<file path="config.mk">
export PLATFORM = sky130hd
export DESIGN_NAME = noc_serial_transmitter_flat
export DESIGN_NICKNAME = d
export VERILOG_FILES = /design/src/rtl/noc_serial_transmitter_if.sv /design/src/rtl/noc_serial_transmitter.sv /design/src/flat_wrapper.sv
export SDC_FILE = /design/constraint.sdc
export NUM_CORES = 1
export LEC_CHECK = 0
export CAP_MARGIN = 25
export CORE_AREA = 4 4 98 100
export DETAILED_ROUTE_END_ITERATION = 7
export DIE_AREA = 0 0 102 104
export PLACE_DENSITY = 0.58
export RECOVER_POWER = 50
export SYNTH_ARGS = -nofsm -noshare
export SYNTH_HDL_FRONTEND = slang
export SYNTH_SLANG_ARGS = --single-unit
export TNS_END_PERCENT = 100
</file>
<file path="constraint.sdc">
create_clock -name clk -period 2.87 [get_ports clk]
set_input_delay 0.7175 -clock clk [delete_from_list [all_inputs] [get_ports clk]]
set_output_delay 0.7175 -clock clk [all_outputs]
set_load 0.05 [all_outputs]
</file>
<file path="src/rtl/noc_serial_transmitter_if.sv">
// Flit link between NoC nodes: valid/ready handshake carrying one data flit plus
// a last-flit marker.
interface node_port #(
    parameter int unsigned DATA_BITS = 16
);
    logic                 valid;
    logic                 ready;
    logic [DATA_BITS-1:0] data;
    logic                 last;

    modport up (output valid, output data, output last, input ready);
    modport down (input valid, input data, input last, output ready);
endinterface

</file>
<file path="src/rtl/noc_serial_transmitter.sv">
// Injection-side serialiser: captures {padding, packet} and emits it LSB flit first
// on a node_port, marking the final flit with last.
module noc_serial_transmitter #(
    parameter int unsigned PACKET_BITS    = 40,
    parameter int unsigned PADDING_BITS   = 8,
    parameter int unsigned FLIT_DATA_BITS = 16,
    localparam int unsigned PadW = (PADDING_BITS > 0) ? PADDING_BITS : 1
) (
    input  logic                   clk,
    input  logic                   rst,
    input  logic                   flush,
    input  logic                   valid,
    output logic                   ready,
    input  logic [PACKET_BITS-1:0] packet,
    input  logic [PadW-1:0]        padding,
    node_port.up                   up,
    output logic                   busy
);
    localparam int unsigned TotalBits = PACKET_BITS + PADDING_BITS;
    localparam int unsigned NumFlits  = (TotalBits + FLIT_DATA_BITS - 1) / FLIT_DATA_BITS;
    localparam int unsigned ShW       = NumFlits * FLIT_DATA_BITS;
    localparam int unsigned CntW      = $clog2(NumFlits + 1);
    // Count value of the flit just before the last one; only used when NumFlits >= 2.
    localparam logic [CntW-1:0] PenultCnt = CntW'((NumFlits >= 2) ? NumFlits - 2 : 0);

    typedef enum logic [0:0] {StIdle, StSend} state_e;

    state_e          state_q;
    logic [ShW-1:0]  shreg_q;
    logic [CntW-1:0] cnt_q;
    logic            ready_q;
    logic            busy_q;
    logic            valid_q;
    logic            last_q;
    logic [ShW-1:0]  word;

    if (PADDING_BITS > 0) begin : g_pad
        assign word = ShW'({padding, packet});
    end else begin : g_nopad
        logic unused_pad;
        assign unused_pad = ^padding;
        assign word       = ShW'(packet);
    end

    always_ff @(posedge clk) begin
        if (rst || flush) begin
            state_q <= StIdle;
            shreg_q <= '0;
            cnt_q   <= '0;
            ready_q <= 1'b1;
            busy_q  <= 1'b0;
            valid_q <= 1'b0;
            last_q  <= 1'b0;
        end else begin
            unique case (state_q)
                StIdle: begin
                    if (valid) begin
                        state_q <= StSend;
                        shreg_q <= word;
                        cnt_q   <= '0;
                        ready_q <= 1'b0;
                        busy_q  <= 1'b1;
                        valid_q <= 1'b1;
                        last_q  <= (NumFlits == 1);
                    end
                end
                StSend: begin
                    if (up.ready) begin
                        if (last_q) begin
                            state_q <= StIdle;
                            shreg_q <= '0;
                            cnt_q   <= '0;
                            ready_q <= 1'b1;
                            busy_q  <= 1'b0;
                            valid_q <= 1'b0;
                            last_q  <= 1'b0;
                        end else begin
                            shreg_q <= shreg_q >> FLIT_DATA_BITS;
                            cnt_q   <= cnt_q + 1'b1;
                            last_q  <= (cnt_q == PenultCnt);
                        end
                    end
                end
                default: state_q <= StIdle;
            endcase
        end
    end

    assign ready    = ready_q;
    assign busy     = busy_q;
    assign up.valid = valid_q;
    assign up.last  = last_q;
    assign up.data  = shreg_q[FLIT_DATA_BITS-1:0];
endmodule

</file>
<file path="src/flat_wrapper.sv">
// flat-port wrapper written by rule: the top's interface ports become plain ports
module noc_serial_transmitter_flat 
#(
    parameter int unsigned PACKET_BITS    = 40,
    parameter int unsigned PADDING_BITS   = 8,
    parameter int unsigned FLIT_DATA_BITS = 16,
    localparam int unsigned PadW = (PADDING_BITS > 0) ? PADDING_BITS : 1
)
  (clk, rst, flush, valid, ready, packet, padding, busy, up_valid, up_data, up_last, up_ready);
  node_port #(.DATA_BITS(16)) up_i ();
  input  logic clk;
  input  logic rst;
  input  logic flush;
  input  logic valid;
  output logic ready;
  input  logic [PACKET_BITS-1:0] packet;
  input  logic [PadW-1:0] padding;
  output logic busy;
  output wire logic [$bits(up_i.valid)-1:0] up_valid;
  output wire logic [$bits(up_i.data)-1:0] up_data;
  output wire logic [$bits(up_i.last)-1:0] up_last;
  input wire logic [$bits(up_i.ready)-1:0] up_ready;
  assign up_valid = up_i.valid;
  assign up_data = up_i.data;
  assign up_last = up_i.last;
  assign up_i.ready = up_ready;
  noc_serial_transmitter #(.PACKET_BITS(PACKET_BITS), .PADDING_BITS(PADDING_BITS), .FLIT_DATA_BITS(FLIT_DATA_BITS)) u_core (.clk(clk), .rst(rst), .flush(flush), .valid(valid), .ready(ready), .packet(packet), .padding(padding), .up(up_i), .busy(busy));
endmodule
</file>
==> results.cfg, run 1 <==
[synthesis]
syn_nets = 333
synth_seq_area_share = 0.424
synth_area_um2 = 2550
ys_seq_elements = 54
syn_inst = 279
ys_types = 28
syn_area_per_cell_um2 = 9.14
yosysWarningCount = 0

[die]
initial_core_util = 0.294
fp.coreArea_um2 = 8680
rows = 34
die_w_um = 102
num_io_pins = 73
die_h_um = 104
design.die.area_um2 = 10600

[critical_path]
reg2regPathDepth = 3
worstSetupEndpoint = u_core.shreg_q[23]$_SDFFE_PP0P_
rr_endpoint = u_core.shreg_q[23]$_SDFFE_PP0P_
regToRegSetupSlack_ps = 860
arrival_ps = 2600
end_kind = register
startpoint = valid
required_ps = 3040
start_kind = primary input
cp_max_fo = 32
r2r-start = u_core.state_q$_SDFF_PP0_
crit_type = in -> reg

[placed_design]
place_congestion = 0.739
portBuffers = 72
dp_hpwl_um = 4490
placed_area_um2 = 3170
place_ws_ps = 538

[clock_tree]
cts-root-buf = clkbuf_8
cts.sinks = 54
clk_transition_reported_paths_ps = 100
ctsHoldBuffers = 0
cts_setup_buffers = 0
clockBufferDepth = 2
cts_buffers = 5
clk_latency_ps = 310
cts_tree = yes
cts_resized = 0
cts-htree-levels = 2

[layout]
fin_area_um2 = 3230
nNetsFinal = 376
antenna_cells = 0
n_fill_cell = 921
syn_to_final_growth_pct = 26.8
ff_latch_area_um2 = 1080
drive_above_1_share = 0.142
multiInputGateArea_um2 = 1180

[timing]
fmaxAchievable_mhz = 412
final.setup.tns_ps = 0
worst_pin_slew_ps = 1190
rsz0062_at_grt = false
setup_viol = 0
clock_skew_ps = 6.49
fin_crit_ps = 2430
setup_ws_ps = 443
slew_headroom = 0.205
hold_viol = 0
finalCritPeriodShare = 0.846
drv_slew = 0

[routing]
vias_per_cell = 4.69
drt-total-wl_um = 6340
firstDrtPassIters = 4
antenna_left = 0
drt_iter0_drc = 111
drc = 0
routedWlPerCell_um = 14.7
vias = 2022

[run]
maxCapViolations = 0

[status]
status = completed

[pwr]
p_leak_nw = 1.17
power.density_nw_per_um2 = 481
ir_worst_vdd_mv = 0.238

[global_route]
antenna_found_initial = 0
grt_pass1_vias = 2048
grt_max_degree = 40
grt_pass1_wl_um = 10100
overflow = 0
grt_usage = 0.120

[worst_hold_path]
holdCritPathClass = reg -> reg
-- worst min-delay path by stage --
stage / startpoint / to / cells after the start
after global routing: u_core.cnt_q[0]$_SDFFE_PP0P_ / u_core.cnt_q[0]$_SDFFE_PP0P_ / 2
after CTS: u_core.cnt_q[0]$_SDFFE_PP0P_ / u_core.cnt_q[0]$_SDFFE_PP0P_ / 2
after floorplan: u_core.cnt_q[0]$_SDFFE_PP0P_ / u_core.cnt_q[0]$_SDFFE_PP0P_ / 2
after detailed placement: u_core.cnt_q[0]$_SDFFE_PP0P_ / u_core.cnt_q[0]$_SDFFE_PP0P_ / 2
final: u_core.cnt_q[0]$_SDFFE_PP0P_ / u_core.cnt_q[0]$_SDFFE_PP0P_ / 2
after global placement: u_core.cnt_q[0]$_SDFFE_PP0P_ / u_core.cnt_q[0]$_SDFFE_PP0P_ / 2
-- metrics by stage --
step           std cells  power [mW]  hold WS, ps   util
3_3_place_gp         423        1.14          460  0.366
2_1_floorplan        279        1.03          448      -
5_1_grt              431        1.63          507  0.373
4_1_cts              431        1.58          483  0.376
6_report             431        1.56          485  0.373
3_5_place_dp         423        1.14          465  0.366
-- registers in the layout, summed over array words and instances (netlist names) --
| signal | flops |
|---|---|
| u_core.busy | 1 |
| u_core.state_q | 1 |
| u_core.ready | 1 |
| u_core.shreg_q | 48 |
| u_core.cnt_q | 2 |
| u_core.up.last | 1 |
-- logic make-up after synthesis --
kind of cell	share of synthesized area
fa+ha+maj	0.00491
mux	0.0147
compound gates	0.146
simple gates	0.299
buf+inv	0.111
flops	0.424
-- cell usage in the layout (no fill, tap or decap) --
cell	synthesis	layout
dfxtp_1	54	54
nor2b_1	33	33
clkinv_2	0	1
o22ai_1	32	32
nand2_2	2	2
ha_1	1	1
nand4b_1	1	1
nor3_2	30	30
o21bai_1	1	1
a31oi_1	1	1
or2_2	0	1
a22oi_1	16	16
or3_1	1	1
clkbuf_8	0	6
a21oi_2	2	1
dlygate4sd3_1	0	2
o32a_1	1	1
nor2_1	51	51
nand3_1	1	1
clkdlybuf4s50_1	0	69
inv_1	1	1
mux2i_4	1	1
nand2b_1	0	1
buf_4	19	3
clkbuf_1	3	4
nand2_1	2	2
mux2_4	1	1
nor3_1	2	2
a21oi_1	2	3
-- synthesized netlist by cell type --
cell | n | area (um^2)
inv_1 | 1 | 3.75
nand2b_2 | 1 | 8.76
dfxtp_1 | 54 | 1080
nor2_1 | 51 | 191
buf_2 | 13 | 65.1
buf_6 | 5 | 56.3
nor2b_1 | 33 | 206
nand4b_1 | 1 | 8.76
o21bai_1 | 1 | 7.51
nor3_1 | 2 | 10.0
nand2_2 | 2 | 12.5
nor3_2 | 30 | 300
mux2i_4 | 1 | 22.5
ha_1 | 1 | 12.5
a21oi_1 | 2 | 10.0
a21oi_2 | 2 | 17.5
mux2_4 | 1 | 15.0
a31oi_1 | 1 | 6.26
a22oi_1 | 16 | 120
o32a_1 | 1 | 10.0
buf_4 | 19 | 143
nand3_1 | 1 | 5.00
o22ai_1 | 32 | 200
nand2_1 | 2 | 7.51
or3_1 | 1 | 6.26
clkbuf_2 | 1 | 5.00
clkbuf_1 | 3 | 11.3
or2_1 | 1 | 6.26
-- worst max-delay path, stage by stage --
cell and delay, ps:
dlygate4sd3_1 650, nand2b_1 640, o22ai_1 490, nor3_1 70
-- where the power goes --
part           switching [mW]  leakage, nW  internal (mW)
logic                   0.170        0.685          0.148
clock network           0.244       0.0482          0.195
registers              0.0178        0.441          0.781
total                   0.432         1.17           1.12
-- routing by layer --
metal / vias up / part of all wire / GRT usage
met5: - / 0 / 0
met4: 0 / 0.0090 / 0.0253
met3: 6 / 0.069 / 0.0416
met2: 51 / 0.46 / 0.188
met1: 927 / 0.46 / 0.158
li1: 1038 / - / -
-- layout make-up --
| class | instances | share of cell area |
|---|---|---|
| multi-input combinational | 183 | 0.364 |
| sequential | 54 | 0.334 |
| timing repair buffer | 77 | 0.230 |
| tap | 108 | 0.0418 |
| clock buffer | 7 | 0.0267 |
| clock inverter | 1 | 0.00155 |
| inverter | 1 | 0.00116 |
Power figures use the tool's default switching activity.
==> inputs of run 2 (changes only) <==
Settings changed: PLACE_DENSITY 0.58 to 0.6.
Clock period 2.87 ns to 2.2 ns, I/O delays scaled along.
==> results.cfg, run 2 (synthesis results as in run 1) <==
[critical_path]
arrival_ps = 1490
cp_cell_sequence = clkdlybuf4s50_1
cpLargestDelayFamily = buffers and inverters
crit_slowest_cell = clkdlybuf4s50_1
regToRegSetupSlack_ps = 570
start_kind = register
required_ps = 1650
path_buf_inv = 1
cp_max_fo = 3
crit_type = reg -> out
end_kind = primary output
slowest_delay_ps = 820

[routing]
firstDrtPassIters = 4
vias_per_cell = 4.71
drc = 0
routedWlPerCell_um = 14.6
drt_iter0_drc = 84
vias = 2059
antenna_left = 0
drt-total-wl_um = 6380

[timing]
worst_pin_slew_ps = 670
rsz0062_at_grt = false
slew_headroom = 0.554
hold_viol = 0
final.setup.tns_ps = 0
clock_skew_ps = 7.43
fmaxAchievable_mhz = 490
setup_viol = 0
fin_crit_ps = 2040
drv_slew = 0
finalCritPeriodShare = 0.927

[placed_design]
portBuffers = 72
dp_hpwl_um = 4680
place_congestion = 0.747
placed_area_um2 = 3230

[layout]
largest_register = u_core.shreg_q
layout_commonest_cell = clkdlybuf4s50_1
nNetsFinal = 382
fin_area_um2 = 3290
largest_reg_flops = 48
mostFrequentLayoutCells = 70 x clkdlybuf4s50_1, 54 x dfxtp_1, 51 x nor2_1
drive_above_1_share = 0.164
largest_registers = u_core.shreg_q: 48 flops, u_core.cnt_q: 2 flops
syn_to_final_growth_pct = 29.1
antenna_cells = 0

[die]
die_w_um = 102
initial_core_util = 0.294
die_h_um = 104
design.die.area_um2 = 10600
rows = 34
num_io_pins = 73
fp.coreArea_um2 = 8680

[global_route]
grt_max_degree = 55
antenna_found_initial = 0
grt_pass1_vias = 2047
overflow = 0
grt_usage = 0.121
grt_pass1_wl_um = 10300

[clock_tree]
cts-htree-levels = 2
cts_buffers = 5
cts.sinks = 54
clk_latency_ps = 310
cts_setup_buffers = 0
ctsHoldBuffers = 0
clk_transition_reported_paths_ps = 90
cts_resized = 0
cts_tree = yes
cts-root-buf = clkbuf_8
clockBufferDepth = 2

[pwr]
power.density_nw_per_um2 = 619
ir_worst_vdd_mv = 0.285
p_leak_nw = 1.21

[worst_hold_path]
holdCritPathClass = reg -> reg

[status]
status = completed

[run]
maxCapViolations = 0
==> run 2: final cells by class <==
cell class                      count  area (um^2)
Clock inverter                      1         5.00
Sequential cell                    54         1080
Tap cell                          108          135
Fill cell                         905         5390
Inverter                            1         3.75
Multi-Input combinational cell    183         1180
Timing Repair Buffer               83          803
Clock buffer                        7         86.3
==> run 2: through the flow <==
stage	hold WS, ps	utilization	power [mW]	instances	worst slack [ps]
floorplan	448	-	1.35	279	737
global placement	459	0.372	1.49	429	219
detailed placement	463	0.372	1.50	429	200
CTS	479	0.383	2.07	437	129
global route	518	0.379	2.14	437	97.7
finish	485	0.379	2.04	437	160
==> run 2: worst paths after layout <==
| kind | from | end | depth (start not counted) |
|---|---|---|---|
| worst max-delay path | u_core.busy$_SDFFE_PP0P_ | up_valid | 1 |
| worst min register to register | u_core.cnt_q[0]$_SDFFE_PP0P_ | u_core.cnt_q[0]$_SDFFE_PP0P_ | 2 |
| worst max register to register | u_core.state_q$_SDFF_PP0_ | u_core.cnt_q[1]$_SDFFE_PP0P_ | 3 |
| worst min-delay path | u_core.cnt_q[0]$_SDFFE_PP0P_ | u_core.cnt_q[0]$_SDFFE_PP0P_ | 2 |
==> run 2: metal layers <==
metal / vias up / wire [um] / GRT usage
met1: 952 / 2900 / 0.160
met4: 0 / 46 / 0.0225
met2: 52 / 2950 / 0.188
met3: 5 / 486 / 0.0469
met5: - / 0 / 0
li1: 1050 / - / -
==> run 2: where the power goes <==
part           internal, mW  switching [mW]  leakage (nW)
Sequential             1.02          0.0236         0.441
Combinational         0.202           0.222         0.718
Clock                 0.255           0.318        0.0482
Total                  1.48           0.564          1.21
==> inputs of run 3 (changes only) <==
Settings changed: CTS_CLUSTER_SIZE set to 25.
==> results of run 3 <==
Final layout, timing and power as in run 2 (identical DEF).
